--- src/rtl/rcp_rate_stamper.sv ---
// RCP egress rate stamper: a one-stage pass-through on the NetFPGA packet bus. It lowers the
// carried RCP rate field to the locally computed fair rate and counts RCP and stamped packets.
module rcp_rate_stamper #(
  parameter int unsigned DATA_WIDTH = 64,
  parameter int unsigned CTRL_WIDTH = 8,
  parameter int unsigned TYPE_WORD  = 2,
  parameter int unsigned FRATE_WORD = 5,
  parameter logic [7:0]  RCP_TYPE   = 8'hFE
) (
  input  logic                  clk,
  input  logic                  reset,
  input  logic [DATA_WIDTH-1:0] in_data,
  input  logic [CTRL_WIDTH-1:0] in_ctrl,
  input  logic                  in_wr,
  output logic                  in_rdy,
  output logic [DATA_WIDTH-1:0] out_data,
  output logic [CTRL_WIDTH-1:0] out_ctrl,
  output logic                  out_wr,
  input  logic                  out_rdy,
  input  logic [31:0]           local_rate,
  input  logic                  local_rate_vld,
  input  logic                  stamp_en,
  output logic [31:0]           rcp_pkt_cnt,
  output logic [31:0]           stamped_pkt_cnt
);

  localparam int unsigned IdxW =
      ($clog2(FRATE_WORD + 2) > 4) ? $clog2(FRATE_WORD + 2) : 4;
  localparam logic [IdxW-1:0] IdxMax = IdxW'(FRATE_WORD + 1);

  typedef enum logic [1:0] {StIdle, StHdr, StPayload} state_e;

  state_e                state_q, state_d;
  logic [IdxW-1:0]       word_idx_q, word_idx_d, cur_idx;
  logic                  is_rcp_q, is_rcp_d;
  logic                  rate_have_q, rate_have_d;
  logic [31:0]           shadow_q, shadow_d;
  logic [31:0]           active_q, active_d;
  logic [31:0]           rcp_cnt_d, stamped_cnt_d;
  logic [DATA_WIDTH-1:0] data_d;
  logic                  accept, ctrl_hdr, ctrl_pay, pay_word, type_hit, stamp_hit;

  assign in_rdy   = out_rdy;
  assign accept   = in_wr & out_rdy;
  assign ctrl_hdr = (in_ctrl == {CTRL_WIDTH{1'b1}});
  assign ctrl_pay = (in_ctrl == '0);

  // The word that moves HDR->PAYLOAD is payload index 0; later words use the running index.
  assign cur_idx  = (state_q == StHdr) ? '0 : word_idx_q;
  assign pay_word = ((state_q == StHdr) && ctrl_pay) || (state_q == StPayload);

  assign type_hit  = accept && pay_word && (cur_idx == IdxW'(TYPE_WORD)) &&
                     (in_data[7:0] == RCP_TYPE);
  assign stamp_hit = accept && pay_word && (cur_idx == IdxW'(FRATE_WORD)) &&
                     is_rcp_q && stamp_en && rate_have_q && (active_q < in_data[47:16]);

  // Next-state: packet FSM, classification, rate capture and word rewrite.
  always_comb begin
    state_d       = state_q;
    word_idx_d    = word_idx_q;
    is_rcp_d      = is_rcp_q;
    rate_have_d   = rate_have_q;
    shadow_d      = shadow_q;
    active_d      = active_q;
    rcp_cnt_d     = rcp_pkt_cnt;
    stamped_cnt_d = stamped_pkt_cnt;
    data_d        = in_data;

    if (type_hit) begin
      is_rcp_d  = 1'b1;
      rcp_cnt_d = rcp_pkt_cnt + 32'd1;
    end
    if (stamp_hit) begin
      data_d[47:16] = active_q;
      stamped_cnt_d = stamped_pkt_cnt + 32'd1;
    end
    // The shadow tracks the strobe at any time; the active rate only moves at packet start.
    if (local_rate_vld) begin
      shadow_d    = local_rate;
      rate_have_d = 1'b1;
    end

    if (accept) begin
      unique case (state_q)
        StIdle: begin
          if (ctrl_hdr) begin
            state_d  = StHdr;
            is_rcp_d = 1'b0;
            active_d = local_rate_vld ? local_rate : shadow_q;
          end
        end
        StHdr: begin
          if (ctrl_pay) begin
            state_d    = StPayload;
            word_idx_d = IdxW'(1);
          end
        end
        StPayload: begin
          if (word_idx_q != IdxMax) word_idx_d = word_idx_q + IdxW'(1);
          if (!ctrl_pay) state_d = StIdle;
        end
        default: state_d = StIdle;
      endcase
    end
  end

  // State, counter and output registers; the output stage only loads on an accepted word.
  always_ff @(posedge clk or posedge reset) begin
    if (reset) begin
      state_q         <= StIdle;
      word_idx_q      <= '0;
      is_rcp_q        <= 1'b0;
      rate_have_q     <= 1'b0;
      shadow_q        <= '0;
      active_q        <= '0;
      rcp_pkt_cnt     <= '0;
      stamped_pkt_cnt <= '0;
      out_data        <= '0;
      out_ctrl        <= '0;
      out_wr          <= 1'b0;
    end else begin
      state_q         <= state_d;
      word_idx_q      <= word_idx_d;
      is_rcp_q        <= is_rcp_d;
      rate_have_q     <= rate_have_d;
      shadow_q        <= shadow_d;
      active_q        <= active_d;
      rcp_pkt_cnt     <= rcp_cnt_d;
      stamped_pkt_cnt <= stamped_cnt_d;
      out_wr          <= accept;
      if (accept) begin
        out_data <= data_d;
        out_ctrl <= in_ctrl;
      end
    end
  end

endmodule
--- config.mk ---
export PLATFORM = sky130hd
export DESIGN_NAME = rcp_rate_stamper
export DESIGN_NICKNAME = d
export VERILOG_FILES = /design/src/rtl/rcp_rate_stamper.sv
export SDC_FILE = /design/constraint.sdc
export NUM_CORES = 1
export LEC_CHECK = 0
export BUFFER_PORTS_ARGS = -buffer_cell sky130_fd_sc_hd__buf_2
export CELL_PAD_IN_SITES_DETAIL_PLACEMENT = 1
export CELL_PAD_IN_SITES_GLOBAL_PLACEMENT = 1
export CORE_ASPECT_RATIO = 1.2
export CORE_MARGIN = 2
export CORE_UTILIZATION = 27
export CTS_BUF_LIST = sky130_fd_sc_hd__clkbuf_8
export DETAILED_ROUTE_END_ITERATION = 12
export HOLD_SLACK_MARGIN = 0.02
export PLACE_DENSITY_LB_ADDON = 0.3
export SLEW_MARGIN = 20
export SYNTH_ARGS = -nofsm -noshare
export SYNTH_HDL_FRONTEND = slang
export SYNTH_SLANG_ARGS = --single-unit
--- constraint.sdc ---
create_clock -name clk -period 8.3 [get_ports clk]
set_clock_uncertainty 0.1 [all_clocks]
set_input_delay 0.415 -clock clk [delete_from_list [all_inputs] [get_ports clk]]
set_output_delay 0.415 -clock clk [all_outputs]
set_load 0.02 [all_outputs]
# [After elaboration in Yosys (flattened, before gate mapping)]
# Cells that the tools add are included.
[word_totals] register_bits=209 in_bits=110 output_inout_bits=138 word_cells=57
[classes] add_sub_neg=3 order_cmp=1 eq_ne=11 mux=14 bitwise_logic=1 reduce_logical=16
[ops] operator="32-bit by 1-bit adder with 32-bit output (second input constant)" count=2
[ops] operator="32-bit two-way mux" count=2
[ops] operator="32-bit < comparator" count=1
[ops] operator="8-bit equality test (second input constant)" count=2
[ops] operator="4-bit two-way mux" count=3
[ops] operator="1-bit logical AND" count=9
[ops] operator="8-bit logical NOT" count=1
[ops] operator="4-bit case mux with 2 select lines" count=1
[ops] operator="4-bit AND reduction" count=2
[ops] operator="2-bit two-way mux" count=3
[ops] operator="2-bit inequality test (second input constant)" count=3
[ops] operator="2-bit case mux with 3 select lines" count=1
[ops] operator="4-bit by 1-bit adder with 4-bit output (second input constant)" count=1
[ops] operator="4-bit by 2-bit equality test with 1-bit output (second input constant)" count=1
[ops] operator="4-bit by 3-bit equality test with 1-bit output (second input constant)" count=1
[ops] operator="1-bit two-way mux" count=4
[ops] operator="4-bit by 3-bit inequality test with 1-bit output (second input constant)" count=1
[ops] operator="3-bit AND reduction" count=1
[ops] operator="2-bit by 1-bit equality test with 1-bit output (second input constant)" count=1
[ops] operator="2-bit equality test (second input constant)" count=1
[ops] operator="2-bit logical NOT" count=1
[ops] operator="2-bit by 1-bit inequality test with 1-bit output (second input constant)" count=1
[ops] operator="2-bit nonzero test" count=1
[ops] operator="1-bit AND" count=1
[ops] operator="1-bit logical OR" count=1

# [Logic depth before layout (Yosys ltp)]
# Gate-level depths: netlist of the first run.
[depth] depth_word=10 ltp_mapped=12

# [Worst setup path before layout of the first run]
# OpenSTA, ideal clock, no wires.
[synth_path] path_kind="input to register" startpoint="in in_data[47]" endpoint="reg stamped_pkt_cnt[8]" setup_time_ps=131 arrival_time_ps=2670 required_ps=8069 path_slack_ps=5399 path_stages=8 cell_sequence="inv_1 > ha_1 > or4_1 > a2111o_1 > o41a_1 > buf_6 > or4_4 > xnor2_2"
[synth_between] elab_chain_cells=2
[synth_rtl] item="from (decl)" line="12" source="input logic [DATA_WIDTH-1:0] in_data,"
[synth_rtl] item="32-bit < comparator" line="55" source="is_rcp_q && stamp_en && rate_have_q && (active_q < in_data[47:16]);"
[synth_rtl] item="1-bit logical AND" line="55"
[synth_rtl] item="to (signal assigned)" line="129" source="stamped_pkt_cnt <= stamped_cnt_d;"
[synth_rtl] item="to (decl)" line="24" source="output logic [31:0] stamped_pkt_cnt"
# No other way between the ends.
# A chain may end at the register's enable or synchronous reset.

# [Worst setup path in the final report of the first run]
# Ends and elaborated chain as after synthesis.

==> results.json, run 1 <==
{
  "yosysSeqAreaShare": 0.552,
  "syn_area_per_cell_um2": 10.4,
  "muxShareOfSynthArea": 0.0772,
  "synth_fa_ha_area_frac": 0.0462,
  "grt_start_max_net_pins": 82,
  "multi_input_area_um2": 3940,
  "critPathArrivalTime_ps": 3770,
  "synthXorXnorAreaFrac": 0.0581,
  "clock_sinks": 209,
  "max_cap_viol_count": 0,
  "grt_pass1_wl_um": 47800,
  "slew_violations": 0,
  "worst_r2r_path_depth": 6,
  "clk_path_buf_depth": 3,
  "tritoncts": "yes",
  "setup_tns_ps": 0,
  "synth_top_family_by_area": "simple AND/OR/NAND/NOR gates",
  "drc": 0,
  "min_from": "local_rate[30]",
  "fp.coreArea_um2": 34800,
  "crit_type": "input pin to flop",
  "cp_max_fo": 26,
  "pwr_density_cell_nw_per_um2": 186,
  "place_hpwl_um": 19800,
  "slew_headroom": 0.353,
  "n_fill_cell": 3966,
  "cts_buffers": 39,
  "cp-end-kind": "flop",
  "num_io_pins": 248,
  "min_period_ps": 3460,
  "rrSetupSlack_ps": 5000,
  "hp-class": "input pin to flop",
  "port_buffers": 247,
  "power_w": 0.00241,
  "mostFrequentLayoutCell": "buf_2",
  "grt_pass1_vias": 8791,
  "r2r-end": "stamped_pkt_cnt[8]$_DFFE_PP0P_",
  "grt_usage": 0.164,
  "viasPerCell": 4.58,
  "post_drt_wl_per_cell_um": 17.0,
  "start_util": 0.272,
  "synth_cells": 910,
  "grt_overflow": 0,
  "synth_compound_area_frac": 0.0289,
  "timing.rr.start": "active_q[31]$_DFFE_PP0P_",
  "antenna_cells": 0,
  "cp.required_ps": 8610,
  "wl_um": 29800,
  "die_h_um": 209,
  "synth_edf_count": 0,
  "routabilityCongestion": 0.764,
  "hold_end": "shadow_q[30]$_DFF_PP0_",
  "ys_types": 47,
  "max_freq_mhz": 289,
  "start_kind": "input pin",
  "die_area_um2": 36600,
  "finalSetupViolCount": 0,
  "yosys.area_share.simple": 0.204,
  "seq_area_um2": 5230,
  "most-common-layout-cells": "247 x buf_2, 209 x dfrtp_1, 199 x nand2_1",
  "synth_seq_cells": 209,
  "drtIter0Drc": 254,
  "yosys_warnings": 0,
  "cts.clk_slew.worst_paths_ps": 60,
  "clock_latency_ps": 530,
  "whs_path_depth": 2,
  "dr.pass1.iters": 4,
  "peakVddDrop_uv": 96.0,
  "nets": 1412,
  "synth_nets": 1055,
  "leakagePower_nw": 6.78,
  "root_buffer": "clkbuf_8",
  "synth_top_flop_cell": "dfrtp_1",
  "synth_area_um2": 9480,
  "antenna_found_initial": 1,
  "dieWidth_um": 175,
  "num_vias": 8027,
  "period_share": 0.416,
  "tightest_slew_ps": 971,
  "htree_levels": 2,
  "synth_async_sr_flop_share": 1.00,
  "drive_gt1_frac": 0.303,
  "area_growth_pct": 36.8,
  "ant_nets": 0,
  "outcome": "finished clean",
  "finalHoldViolCount": 0,
  "fp-row-count": 75,
  "rsz0062_at_grt": "false"
}
## layout make-up
class                      instances  share of cell area
timing repair buffer             355               0.177
inverter                          43              0.0132
tap                              462              0.0446
clock inverter                    16             0.00521
multi-input combinational        619               0.304
sequential                       209               0.403
clock buffer                      50              0.0530
## synth_stat cells (3+ instances only)
master      n  area, um^2
xnor2_1    34         298
ha_1       35         438
and3_1     18         113
nor4_2      3        37.5
nand3_1   118         591
nand2_1   200         751
a21oi_1    14        70.1
nand4_1    20         125
xor2_1     27         236
mux2_2     65         732
inv_1      42         158
nor2_1     20        75.1
buf_1       5        18.8
o21ai_0    12        60.1
nor3_1     16        80.1
nor4_1      8        50.1
clkbuf_1   30         113
dfrtp_1   209        5230
## critical path: stages
cell and delay [ps]:
dlygate4sd3_1 520, buf_2 120, inv_1 40, ha_1 190, or4_1 570, a2111o_1 390
o41a_2 760, or4_4 600, xnor2_2 140
## per-layer routing
metal,GRT usage,wire length (um),part of all wire,up-vias
met2,0.282,14300,0.48,224
met4,0.0422,514,0.017,2
met5,0,13,0.00044,-
li1,-,-,-,3802
met1,0.204,12900,0.43,3963
met3,0.0464,2040,0.068,36
## cells by family after synthesis
| logic type | after synthesis |
|---|---|
| fa+ha+maj | 35 |
| compound gates | 41 |
| buf+inv | 82 |
| mux | 65 |
| flops | 209 |
| simple gates | 416 |
| xor+xnor | 62 |
## how the worst max path moves through the flow
stage	slack, ps	start	cells after the start	endpoint
after detailed placement	4780	in_data[47]	8	stamped_pkt_cnt[8]$_DFFE_PP0P_
after global routing	4680	in_data[35]	11	out_data[38]$_DFFE_PP0P_
after global placement	4800	in_data[47]	8	stamped_pkt_cnt[8]$_DFFE_PP0P_
final	4840	in_data[47]	9	stamped_pkt_cnt[8]$_DFFE_PP0P_
after floorplan	2080	reset	1	active_q[0]$_DFFE_PP0P_
after CTS	4830	in_data[47]	9	stamped_pkt_cnt[8]$_DFFE_PP0P_
## stage by stage
step	util	cells	worst slack, ps	cell area (um^2)	hold WS [ps]
finish	0.373	1754	4840	13000	62.5
global route	0.373	1754	4680	13000	23.3
CTS	0.373	1754	4830	13000	22.8
detailed placement	0.322	1588	4780	11200	357
global placement	0.322	1588	4800	11200	353
floorplan	-	910	2080	9480	340
## repair_timing
action,CTS,global route
hold buffers,100,0
setup buffers,0,0
hold endpoints to repair,178,0
gates resized for setup,0,0
## report_power, final
group / switching [W] / leakage [nW] / internal, W
sequential: 0.0000327 / 2.71 / 0.00108
combinational: 0.000186 / 3.64 / 0.000128
clock: 0.000443 / 0.436 / 0.000537
total: 0.000662 / 6.78 / 0.00175
## state kept, by name (all words and copies together) (netlist names)
name             cells
active_q            32
is_rcp_q             1
out_ctrl             8
out_data            64
out_wr               1
rate_have_q          1
rcp_pkt_cnt         32
shadow_q            32
stamped_pkt_cnt     32
state_q              2
word_idx_q           4
No activity file was read; power rests on OpenSTA's default activity.
==> run 2, diff against run 1 <==
Clock period 8.3 ns to 3.1 ns, I/O delays scaled along.
==> run 2 against run 1 <==
Net effect:
- utilization rose by 0.85 points
- design area rose by 2.3%
- setup slack got worse by 4700 ps
- clock power grew to 2.7 times the previous value
- critical path depth fell by 2
- count of clock-buffer cells in the layout down 1
- total power grew to 2.7 times the previous value
- register-to-register slack worse by 4900 ps
- combinational power rose to 2.8 times the previous value
- via count grew 2.2%
- highest routed layer unchanged
- sequential cell count did not move
==> results.json, run 2 (synthesized netlist as in run 1, its figures left out) <==
{
  "rsz0062_at_grt": "true",
  "clk_path_buf_depth": 3,
  "cts_buffers": 40,
  "largest_reg_flops": 64,
  "peakVddDrop_uv": 274,
  "grt_start_max_net_pins": 74,
  "critPathArrivalTime_ps": 3370,
  "routabilityCongestion": 0.806,
  "grt_usage": 0.167,
  "antenna_found_initial": 2,
  "slowest_stage": "o41a_4",
  "worst_r2r_path_depth": 7,
  "wl_um": 30100,
  "root_buffer": "clkbuf_8",
  "outcome": "finished clean",
  "hp-class": "input pin to flop",
  "cts.clk_slew.worst_paths_ps": 60,
  "grt_pass1_wl_um": 48700,
  "rrSetupSlack_ps": 100,
  "regMostFlops": "out_data",
  "drtIter0Drc": 331,
  "drive_gt1_frac": 0.307,
  "post-route-util": 0.381,
  "drc": 0,
  "clock_latency_ps": 560,
  "nets": 1436,
  "start_util": 0.272,
  "slew_headroom": 0.371,
  "post_cts_buffers": 0,
  "critPathMaxStageDelay_ps": 580,
  "num_io_pins": 248,
  "finalSetupViolCount": 0,
  "cp.required_ps": 3470,
  "clock_sinks": 209,
  "fp.coreArea_um2": 34800,
  "slew_violations": 0,
  "start_kind": "flop",
  "dieWidth_um": 175,
  "hold_ws_ps": 60.2,
  "timing.rr.start": "active_q[31]$_DFFE_PP0P_",
  "area_growth_pct": 39.9,
  "cp-end-kind": "flop",
  "pwr_density_cell_nw_per_um2": 487,
  "htree_levels": 2,
  "fp-row-count": 75,
  "die_h_um": 209,
  "crit_chain": "ha_1 -> or4_1 -> a2111o_1 -> o41a_4 -> buf_4 -> nor4_4 -> xor2_1",
  "most-common-layout-cells": "247 x buf_2, 209 x dfrtp_1, 199 x nand2_1",
  "place_hpwl_um": 20400,
  "tritoncts": "yes",
  "dpl.cell_count": 1605,
  "startpoint": "active_q[31]$_DFFE_PP0P_",
  "post_drt_wl_per_cell_um": 16.9,
  "port_buffers": 247,
  "critPathBufInv": 1,
  "cp_top_family": "compound AO/OA/AOI/OAI gates",
  "grt_overflow": 0,
  "period_share": 0.968,
  "max_freq_mhz": 333,
  "tightest_slew_ps": 943,
  "crit_type": "flop to flop",
  "max_cap_viol_count": 0,
  "whs_path_depth": 4,
  "num_vias": 8203,
  "dr.pass1.iters": 4,
  "mostFrequentLayoutCell": "buf_2",
  "leakagePower_nw": 6.95,
  "min_period_ps": 3000,
  "finalHoldViolCount": 0,
  "viasPerCell": 4.61,
  "grt_pass1_vias": 8969,
  "crit_cells": 7,
  "cp_max_fo": 15,
  "fin_cells": 1779,
  "min_from": "in_wr",
  "ant_nets": 0,
  "die_area_um2": 36600
}
## run 2: cell count changes in the layout (fill, tap and decap cells not counted), sizes merged
cell         before  now
dlygate4sd3     100  106
inv              53   58
clkbuf           50   49
clkinvlp          0    2
diode             0    1
clkinv            6    1
buf             255  272
## run 2: layer usage
| layer | track usage | up-vias | wire (um) |
|---|---|---|---|
| met2 | 0.289 | 229 | 14700 |
| met5 | 0 | - | 16 |
| met4 | 0.0486 | 2 | 652 |
| met1 | 0.204 | 4068 | 12900 |
| met3 | 0.0438 | 48 | 1900 |
| li1 | - | 3856 | - |
## run 2: layout make-up
cell class,instances,area (um^2)
clock inverters,18,77.6
clock buffers,49,674
flip-flops and latches,209,5230
fillers,4008,21500
inverters,43,168
well taps,462,578
diodes,1,2.50
repair buffers,378,2570
multi-input cells,619,3970
## run 2: timing repair
| item | CTS | global route |
|---|---|---|
| gates resized for setup | 0 | 3 |
| endpoints found under the hold margin | 167 | 0 |
| hold buffers | 106 | 0 |
| endpoints found under the setup margin | 0 | 10 |
## run 2: power by group
part	total (W)	internal, W	switching, W
clock	0.00261	0.00142	0.00120
combinational	0.000870	0.000363	0.000506
sequential	0.00298	0.00290	0.0000810
## run 2: path summary, 6_finish.rpt
kind                                                   endpoint
worst max register to register  stamped_pkt_cnt[20]$_DFFE_PP0P_
min in group asynchronous                 shadow_q[1]$_DFF_PP0_
max in group asynchronous              out_data[15]$_DFFE_PP0P_
worst min register to register  stamped_pkt_cnt[31]$_DFFE_PP0P_
worst min-delay path                     state_q[1]$_DFFE_PP0P_
worst max-delay path            stamped_pkt_cnt[20]$_DFFE_PP0P_
## run 2: through the flow
step	setup slack (ps)	total power [W]	cell area [um^2]	setup TNS, ps
2_1_floorplan	131	0.00346	9490	0
3_3_place_gp	69.0	0.00379	11400	0
3_5_place_dp	27.8	0.00381	11400	0
4_1_cts	11.0	0.00662	13200	0
5_1_grt	-23.7	0.00683	13300	-57.7
6_report	100	0.00647	13300	0
## run 2: worst min-delay path: stages
cell and delay [ps]:
buf_2 120, nand2_4 80, nor2_1 60, a32o_1 250
